===== config.mk =====
export PLATFORM = sky130hd
export DESIGN_NAME = uart_wb_cmd_master
export DESIGN_NICKNAME = d
export VERILOG_FILES = /design/src/rtl/uart_wb_pkg.sv /design/src/rtl/uart_cmd_fifo.sv /design/src/rtl/uart_wb_cmd_master.sv
export SDC_FILE = /design/constraint.sdc
export NUM_CORES = 1
export LEC_CHECK = 0
export ABC_AREA = 1
export BUFFER_PORTS_ARGS = -buffer_cell sky130_fd_sc_hd__buf_4
export CORE_MARGIN = 2
export CORE_UTILIZATION = 56
export CTS_BUF_LIST = sky130_fd_sc_hd__clkbuf_16
export DETAILED_ROUTE_END_ITERATION = 7
export MAX_ROUTING_LAYER = met4
export PLACE_DENSITY = 0.89
export SETUP_SLACK_MARGIN = 0.05
export SLEW_MARGIN = 20
export SYNTH_ARGS = -nofsm -noshare
export SYNTH_HDL_FRONTEND = slang
export SYNTH_SLANG_ARGS = --single-unit
export TNS_END_PERCENT = 1

===== constraint.sdc =====
create_clock -name wb_clk_i -period 2.3 [get_ports wb_clk_i]
set_clock_uncertainty 0.1 [all_clocks]
set_input_delay 0.23 -clock wb_clk_i [delete_from_list [all_inputs] [get_ports wb_clk_i]]
set_output_delay 0.23 -clock wb_clk_i [all_outputs]
set_load 0.01 [all_outputs]

===== src/rtl/uart_wb_pkg.sv =====
// Shared types for the UART Wishbone command master: command word and FSM states.
package uart_wb_pkg;

    localparam int ADDR_W = 3;
    localparam int DATA_W = 8;

    typedef struct packed {
        logic              we;
        logic [ADDR_W-1:0] adr;
        logic [DATA_W-1:0] dat;
    } cmd_t;

    typedef enum logic [1:0] {IDLE, BUS, RESP} state_e;

endpackage


===== src/rtl/uart_cmd_fifo.sv =====
// Synchronous command FIFO: registered pointers and occupancy, head entry visible combinationally.
module uart_cmd_fifo
    import uart_wb_pkg::*;
#(
    parameter  int DEPTH = 4,
    localparam int AW    = $clog2(DEPTH)
) (
    input  logic        clk,
    input  logic        rst_n,
    input  logic        push,
    input  logic        pop,
    input  cmd_t        wdata,
    output cmd_t        rdata,
    output logic        full,
    output logic        empty,
    output logic [AW:0] count
);

    cmd_t          mem_q [DEPTH];
    logic [AW-1:0] wr_ptr_q, wr_ptr_d;
    logic [AW-1:0] rd_ptr_q, rd_ptr_d;
    logic [AW:0]   count_q, count_d;
    logic          do_push, do_pop;

    assign full  = (count_q == (AW+1)'(DEPTH));
    assign empty = (count_q == '0);
    assign count = count_q;
    assign rdata = mem_q[rd_ptr_q];

    // Power-of-two depth lets the pointers wrap by plain overflow.
    always_comb begin
        do_push  = push && !full;
        do_pop   = pop && !empty;
        wr_ptr_d = wr_ptr_q + AW'(do_push);
        rd_ptr_d = rd_ptr_q + AW'(do_pop);
        count_d  = count_q + (AW+1)'(do_push) - (AW+1)'(do_pop);
    end

    always_ff @(posedge clk or negedge rst_n) begin
        if (!rst_n) begin
            wr_ptr_q <= '0;
            rd_ptr_q <= '0;
            count_q  <= '0;
        end else begin
            wr_ptr_q <= wr_ptr_d;
            rd_ptr_q <= rd_ptr_d;
            count_q  <= count_d;
        end
    end

    always_ff @(posedge clk) begin
        if (do_push) mem_q[wr_ptr_q] <= wdata;
    end

endmodule


===== src/rtl/uart_wb_cmd_master.sv =====
// Executes queued UART register commands as single Wishbone classic cycles with timeout,
// returns one response per command, and synchronises the UART interrupt.
module uart_wb_cmd_master
    import uart_wb_pkg::*;
#(
    parameter int         FIFO_DEPTH = 4,
    parameter int         TIMEOUT    = 16,
    parameter logic [3:0] SEL_VAL    = 4'b0001
) (
    input  logic              wb_clk_i,
    input  logic              wb_rst_i,
    input  logic              cmd_valid_i,
    output logic              cmd_ready_o,
    input  logic              cmd_we_i,
    input  logic [ADDR_W-1:0] cmd_adr_i,
    input  logic [DATA_W-1:0] cmd_dat_i,
    output logic              rsp_valid_o,
    input  logic              rsp_ready_i,
    output logic [DATA_W-1:0] rsp_dat_o,
    output logic              rsp_err_o,
    output logic [ADDR_W-1:0] wb_adr_o,
    output logic [DATA_W-1:0] wb_dat_o,
    input  logic [DATA_W-1:0] wb_dat_i,
    output logic              wb_we_o,
    output logic              wb_stb_o,
    output logic              wb_cyc_o,
    output logic [3:0]        wb_sel_o,
    input  logic              wb_ack_i,
    input  logic              int_i,
    output logic              irq_o,
    output logic              irq_rise_o
);

    localparam int CW  = $clog2(TIMEOUT + 1);
    localparam int FCW = $clog2(FIFO_DEPTH) + 1;

    state_e            state_q, state_d;
    logic              bus_q, bus_d;
    logic [ADDR_W-1:0] adr_q, adr_d;
    logic [DATA_W-1:0] wdat_q, wdat_d;
    logic              we_q, we_d;
    logic [CW-1:0]     cnt_q, cnt_d;
    logic              rsp_valid_q, rsp_valid_d;
    logic [DATA_W-1:0] rsp_dat_q, rsp_dat_d;
    logic              rsp_err_q, rsp_err_d;
    logic              rdy_en_q;
    logic [1:0]        sync_q, sync_d;
    logic              rise_q, rise_d;

    cmd_t           fifo_wdata, fifo_head;
    logic           fifo_full, fifo_empty, pop;
    logic [FCW-1:0] fifo_cnt;
    logic           unused_cnt;

    assign unused_cnt = ^fifo_cnt;
    assign fifo_wdata = '{we: cmd_we_i, adr: cmd_adr_i, dat: cmd_dat_i};
    // rdy_en_q keeps ready low through reset and the first edge after release.
    assign cmd_ready_o = rdy_en_q && !fifo_full;

    uart_cmd_fifo #(.DEPTH(FIFO_DEPTH)) u_fifo (
        .clk   (wb_clk_i),
        .rst_n (wb_rst_i),
        .push  (cmd_valid_i && cmd_ready_o),
        .pop   (pop),
        .wdata (fifo_wdata),
        .rdata (fifo_head),
        .full  (fifo_full),
        .empty (fifo_empty),
        .count (fifo_cnt)
    );

    always_comb begin
        state_d     = state_q;
        bus_d       = bus_q;
        adr_d       = adr_q;
        wdat_d      = wdat_q;
        we_d        = we_q;
        cnt_d       = cnt_q;
        rsp_valid_d = rsp_valid_q;
        rsp_dat_d   = rsp_dat_q;
        rsp_err_d   = rsp_err_q;
        pop         = 1'b0;
        sync_d      = {sync_q[0], int_i};
        rise_d      = sync_q[0] && !sync_q[1];
        case (state_q)
            IDLE: if (!fifo_empty) begin
                pop     = 1'b1;
                adr_d   = fifo_head.adr;
                we_d    = fifo_head.we;
                wdat_d  = fifo_head.we ? fifo_head.dat : '0;
                bus_d   = 1'b1;
                cnt_d   = '0;
                state_d = BUS;
            end
            BUS: begin
                // ACK is tested first so it wins over a coincident timeout.
                if (wb_ack_i) begin
                    bus_d       = 1'b0;
                    rsp_dat_d   = we_q ? '0 : wb_dat_i;
                    rsp_err_d   = 1'b0;
                    rsp_valid_d = 1'b1;
                    state_d     = RESP;
                end else if (cnt_q == CW'(TIMEOUT - 1)) begin
                    bus_d       = 1'b0;
                    rsp_dat_d   = '0;
                    rsp_err_d   = 1'b1;
                    rsp_valid_d = 1'b1;
                    state_d     = RESP;
                end else begin
                    cnt_d = cnt_q + 1'b1;
                end
            end
            RESP: if (rsp_ready_i) begin
                rsp_valid_d = 1'b0;
                state_d     = IDLE;
            end
            default: state_d = IDLE;
        endcase
    end

    always_ff @(posedge wb_clk_i or negedge wb_rst_i) begin
        if (!wb_rst_i) begin
            state_q     <= IDLE;
            bus_q       <= 1'b0;
            adr_q       <= '0;
            wdat_q      <= '0;
            we_q        <= 1'b0;
            cnt_q       <= '0;
            rsp_valid_q <= 1'b0;
            rsp_dat_q   <= '0;
            rsp_err_q   <= 1'b0;
            rdy_en_q    <= 1'b0;
            sync_q      <= '0;
            rise_q      <= 1'b0;
        end else begin
            state_q     <= state_d;
            bus_q       <= bus_d;
            adr_q       <= adr_d;
            wdat_q      <= wdat_d;
            we_q        <= we_d;
            cnt_q       <= cnt_d;
            rsp_valid_q <= rsp_valid_d;
            rsp_dat_q   <= rsp_dat_d;
            rsp_err_q   <= rsp_err_d;
            rdy_en_q    <= 1'b1;
            sync_q      <= sync_d;
            rise_q      <= rise_d;
        end
    end

    assign wb_cyc_o    = bus_q;
    assign wb_stb_o    = bus_q;
    assign wb_sel_o    = bus_q ? SEL_VAL : 4'b0000;
    assign wb_adr_o    = adr_q;
    assign wb_dat_o    = wdat_q;
    assign wb_we_o     = we_q;
    assign rsp_valid_o = rsp_valid_q;
    assign rsp_dat_o   = rsp_dat_q;
    assign rsp_err_o   = rsp_err_q;
    assign irq_o       = sync_q[1];
    assign irq_rise_o  = rise_q;

endmodule


; After elaboration in Yosys (flattened, before gate mapping)
; Memory sizes are Yosys's and may differ from the RTL's.
; Cells that the tools add are included.
[word_totals]
latchBits = 0
in_bits = 26
mem_bits_rw = 48
mem_bits_ro = 0
output_inout_bits = 31
memories = 1
wordCells = 77
reg_bits = 41
[memory_table]
columns = name, words, word_bits, read_ports, rd_clocked_by_memory_dff, wr, line_no
row1 = u_fifo.mem_q, 4, 12, 1, 0, 1, uart_cmd_fifo.sv:19  ; cmd_t mem_q [DEPTH];
[op_classes]
magnitude_cmp = 0
shift = 0
n_reduce_logical = 19
multipliers = 0
n_eq_ne = 9
n_bitwise = 1
n_div = 0
addsub = 5
n_mux = 27
[ops]
columns = op, count
row1 = 8-bit two-way mux, 4
row2 = 5-bit two-way mux, 3
row3 = 1-bit two-way mux, 12
row4 = 5-bit case mux with 2 select lines, 1
row5 = 3-bit AND reduction, 3
row6 = 2-bit two-way mux, 4
row7 = "2-bit != test, second input constant", 4
row8 = 2-bit case mux with 3 select lines, 1
row9 = 2-bit nonzero test, 3
row10 = "5-bit by 1-bit adder with 5-bit output, second input constant", 1
row11 = "5-bit by 4-bit == test with 1-bit output, second input constant", 1
row12 = 1-bit logical AND, 5
row13 = 2-bit by 1-bit adder with 2-bit output, 2
row14 = 1-bit case mux with 2 select lines, 2
row15 = 2-bit AND reduction, 2
row16 = 4-bit AND reduction, 1
row17 = 3-bit by 1-bit adder with 3-bit output, 1
row18 = "3-bit == test, second input constant", 1
row19 = 1-bit logical NOT, 3
row20 = 3-bit logical NOT, 1
row21 = "3-bit != test, second input constant", 1
row22 = 3-bit by 1-bit subtractor with 3-bit output, 1
row23 = "2-bit by 1-bit == test with 1-bit output, second input constant", 1
row24 = "2-bit == test, second input constant", 1
row25 = 2 further kinds, 2

; Longest topological paths before layout
[logic_depth]
depth_word = 7
depth_mapped = 10
mapped_depth_nobuf = 9

; Hierarchy
; From an unflattened synthesis, not the netlist that was laid out.
[hier_totals]
cells_unflattened = 343
area_unflattened_um2 = 3688.5
[by_module_without_submodules]
columns = mod, n_inst, area_each_um2, cells_each, seq_area_each_um2
row1 = uart_cmd_fifo, 1, 2214.6, 174, 1616.6
row2 = uart_wb_cmd_master, 1, 1473.9, 169, 850.8

; Worst setup path after synthesis
; No wires, ideal clock.
[synth_timing]
kind = register to register
start = register u_fifo.count_q[1] (netlist: u_fifo.count[1])
end = memory u_fifo.mem_q[0][0] (netlist bit), enable pin
path_buffers = 0
required_ns = 1.804
stages_incl_launch_ff = 5
setup_time_ns = 0.396
synth_period_minus_slack_ns = 2.189
t_arrival_ns = 1.693
slack_ns = 0.111
cell_sequence = dfrtp_1 > nor2_4 > a21boi_2 > nand2_1 > nor3_1
[synth_via]
elab_chain_cells = 7
[synth_rtl]
columns = item, line_no
row1 = from (decl), uart_cmd_fifo.sv:22  ; logic [AW:0] count_q, count_d;
row2 = from (signal assigned), uart_cmd_fifo.sv:47  ; count_q <= count_d;
row3 = 3-bit == test, uart_cmd_fifo.sv:25  ; assign full = (count_q == (AW+1)'(DEPTH));
row4 = 1-bit logical NOT, uart_wb_cmd_master.sv:58  ; assign cmd_ready_o = rdy_en_q && !fifo_full;
row5 = 1-bit logical AND, uart_wb_cmd_master.sv:58
row6 = net cmd_ready_o, uart_wb_cmd_master.sv:13  ; output logic cmd_ready_o,
row7 = 1-bit logical AND, uart_wb_cmd_master.sv:63  ; .push (cmd_valid_i && cmd_ready_o),
row8 = 1-bit logical AND, uart_cmd_fifo.sv:32  ; do_push = push && !full;
row9 = 1-bit two-way mux, uart_cmd_fifo.sv:52  ; if (do_push) mem_q[wr_ptr_q] <= wdata;
row10 = 1-bit two-way mux (not written as such), uart_cmd_fifo.sv:52
row11 = to (decl), uart_cmd_fifo.sv:19
; The timed path passes the listed nets, and every way through them passes these cells.

; Worst setup path in the final report
[layout_timing]
start = register u_fifo.count_q[1] (netlist: u_fifo.count[1])
end = register u_fifo.count_q[2] (netlist: u_fifo.count[2])
[layout_via]
elab_chain_cells = 7
word_cells_on_any_way = 12
cone_classes = add/sub: 2 / eq/ne: 1 / mux: 2 / reduce/logical: 7
[layout_rtl]
columns = item, line_no
row1 = 3-bit == test, uart_cmd_fifo.sv:25
row2 = 1-bit logical NOT, "uart_cmd_fifo.sv:32, uart_wb_cmd_master.sv:58"
row3 = 1-bit logical AND, uart_wb_cmd_master.sv:58
row4 = 1-bit logical AND, uart_wb_cmd_master.sv:63
row5 = 1-bit logical AND, uart_cmd_fifo.sv:32
row6 = 3-bit by 1-bit adder with 3-bit output, uart_cmd_fifo.sv:36  ; count_d = count_q + (AW+1)'(do_push) - (AW+1)'(do_pop);
row7 = 3-bit by 1-bit subtractor with 3-bit output (*), uart_cmd_fifo.sv:36
row8 = net u_fifo.count_d[2], uart_cmd_fifo.sv:22
; The timed path passes the listed nets; every way through them passes the cells marked *.
; A chain may end at the register's enable or synchronous reset.

==> results.json <==
{
  "dpl-instance-area_um2": 4190,
  "worstPathMaxFanout": 5,
  "hold_buffers": 15,
  "cts_buffer_depth": 2,
  "cts_root_buf": "clkbuf_16",
  "clock.fmax_ghz": 0.532,
  "fp-row-count": 29,
  "cp-startpoint": "u_fifo.count[1]",
  "wl_met3_um": 428,
  "synth_area_per_cell_um2": 10.4,
  "dr.pass1.iters": 4,
  "synthCells": 361,
  "gp_congestion": 0.785,
  "utilization_pct": 72.8,
  "port_buffers": 53,
  "fin_cells": 515,
  "min_from": "wb_dat_i[3]",
  "timing.final.crit_share_pct": 81.7,
  "critical_path_arrival_ps": 2000,
  "hold_ws_ps": 48.2,
  "post-route-min-period_ps": 1880,
  "hold_path_class": "in2reg",
  "irDropWorstVdd_uv": 720,
  "cts_tree": "built",
  "cts_setup_buffers": 0,
  "synthDistinctLibCells": 28,
  "fin_setup_tns_ps": 0,
  "final_nets": 464,
  "maxCapViolCount": 0,
  "yosys-top-cells-area": "edfxtp_1 (38%), dfrtp_1 (27%), nand2_1 (10%), inv_1 (4.9%), nand3_1 (4.5%)",
  "dp_cells": 484,
  "path_buf_inv": 2,
  "drive_gt1_share_pct": 19.6,
  "crit_type": "reg2reg",
  "synth_top_area_cell": "edfxtp_1",
  "drv_slew": 0,
  "slew_headroom_pct": 65.6,
  "rsz0062_at_grt": "false",
  "drcViolationCount": 0,
  "initial_core_util_pct": 58.7,
  "slowest_delay_ps": 460,
  "insertion_delay_ps": 330,
  "crit_top_cell": "inv_1",
  "cts_made_buffers": 9,
  "vias": 2623,
  "final_area_um2": 4680,
  "grt_overflow": 0,
  "ys_warn_count": 0,
  "synth_edf_count": 48,
  "hold_viol": 0,
  "synth-async-reset-ratio_pct": 46.1,
  "seq_area_frac_synth_pct": 65.5,
  "crit_family": "adder cells",
  "wl_met2_um": 4000,
  "drtIter0Drc": 136,
  "ioPinCount": 57,
  "cts.sinks": 89,
  "diodes": 0,
  "synth_most_common_cell": "nand2_1",
  "grt_usage_pct": 23.7,
  "crit_required_ps": 2420,
  "power.leakage_uw": 0.00223,
  "core-area_um2": 6420,
  "grt_max_degree": 42,
  "ys_ff_latch": 89,
  "cts_htree_levels": 3,
  "fillers": 409,
  "wl_per_cell_um": 14.8,
  "viasPerCell": 5.09,
  "status": "complete, no violations",
  "path_cells": "nor2_4, a21boi_2, nand2_1, inv_1, ha_1, inv_1, fa_1, xnor2_1",
  "place_hpwl_um": 4760,
  "power-per-cell-area_nw_per_um2": 1260,
  "grt_pass1_vias": 2710,
  "worst_setup_path_end_kind": "flop",
  "dieWidth_um": 86.0,
  "fp.dieArea_um2": 7400,
  "postCtsResizedCells": 0,
  "critical-path-slowest-cell": "dfrtp_1",
  "drt-total-wl_um": 7630,
  "yosys-top-cells-count": "nand2_1 (102), inv_1 (49), edfxtp_1 (48)",
  "ant_nets": 0,
  "synthFlopType": "edfxtp_1",
  "grt_pass1_wl_um": 12700,
  "netlist_area_um2": 3770,
  "cts.clk_slew.worst_paths_ps": 60,
  "synth_top_area_share_pct": 38.3,
  "crit_path_start_kind": "flop",
  "die_y_um": 86.0,
  "antenna_found_initial": 0,
  "setup_viol": 0,
  "r2r_start": "u_fifo.count[1]",
  "area_growth_pct": 24.2,
  "topRoutingLayerUsed": "met4",
  "tightest_slew_ps": 517,
  "met1_length_um": 3070
}
-- cell families (layout without fill, tap and decap cells) --
family                     after synthesis  count (layout)  share of synthesized area, %
other                                    2               4                         0.199
buffers and inverters                   72             147                          9.17
adders and majority gates                5               5                          1.86
xor gates and xnor gates                 6               6                          1.40
AOI/OAI and AO/OA                       26              26                          4.15
and+or+nand+nor                        161             161                          17.7
DFF                                     89              89                          65.5
-- per-layer routing --
layer | up-vias | track usage (%)
met5 | - | -
met4 | 0 | 11.1
met3 | 15 | 4.91
met2 | 99 | 40.1
met1 | 1227 | 27.0
li1 | 1282 | -
-- worst paths after layout --
path,to,slack (ps),depth (start not counted)
worst max register to register,u_fifo.count[2],420,8
min in group asynchronous,rsp_err_o,310,2
worst min-delay path,rsp_dat_o[3],50,3
worst min register to register,sync_q[1],290,0
worst max-delay path,u_fifo.count[2],420,8
max in group asynchronous,wb_dat_o[7],1420,2
-- area by class of cell --
| class | instances | area (um2) | area share (%) |
|---|---|---|---|
| multi-input cells | 202 | 962 | 20.6 |
| clock inverters | 7 | 110 | 2.35 |
| flip-flops and latches | 89 | 2470 | 52.7 |
| clock buffers | 9 | 225 | 4.81 |
| well taps | 77 | 96.3 | 2.06 |
| inverters | 55 | 209 | 4.47 |
| repair buffers | 76 | 608 | 13.0 |
-- layout by cell type, fill, tap and decap left out --
cell	count
inv_1	50
o21ai_0	7
nor2_1	18
clkbuf_16	9
conb_1	4
nand2_1	102
nand3_1	34
nor3_1	4
o21a_1	1
clkinv_1	2
clkinvlp_4	1
nor2_4	1
fa_1	1
nand3_2	1
a21boi_2	1
inv_4	1
bufinv_16	3
buf_4	61
a21oi_2	1
xor2_1	3
o21ai_1	14
nand2_2	1
xnor2_1	3
o31ai_1	1
clkinv_2	1
dlygate4sd3_1	15
a21oi_4	1
edfxtp_1	48
ha_1	4
inv_2	4
dfrtp_1	41
-- worst min-delay path, delay by kind of cell --
| kind | cells | cell delay (ps) |
|---|---|---|
| and+or+nand+nor | 1 | 50 |
| buffers and inverters | 1 | 110 |
| AOI/OAI and AO/OA | 1 | 50 |
-- sequential cells by signal, summed over array words and instances (netlist names) --
signal           cells
cnt_q                5
irq_rise_o           1
rdy_en_q             1
rsp_dat_o            8
rsp_err_o            1
rsp_valid_o          1
state_q              2
sync_q               2
u_fifo.count         3
u_fifo.mem_q        48
u_fifo.rd_ptr_q      2
u_fifo.wr_ptr_q      2
wb_adr_o             3
wb_cyc_o             1
wb_dat_o             8
wb_we_o              1
-- report_power, final --
part	leakage [uW]	internal, uW	switching [uW]
combinational	0.00111	774	1230
sequential	0.000947	2060	235
clock	0.000164	1050	570
total	0.00223	3880	2030
-- metrics by stage --
step,setup slack [ps],power (uW)
6_report,422,5920
5_1_grt,345,6290
4_1_cts,428,5950
3_5_place_dp,453,4280
3_3_place_gp,550,4160
2_1_floorplan,111,3680
(Power assumes the default switching activity.)
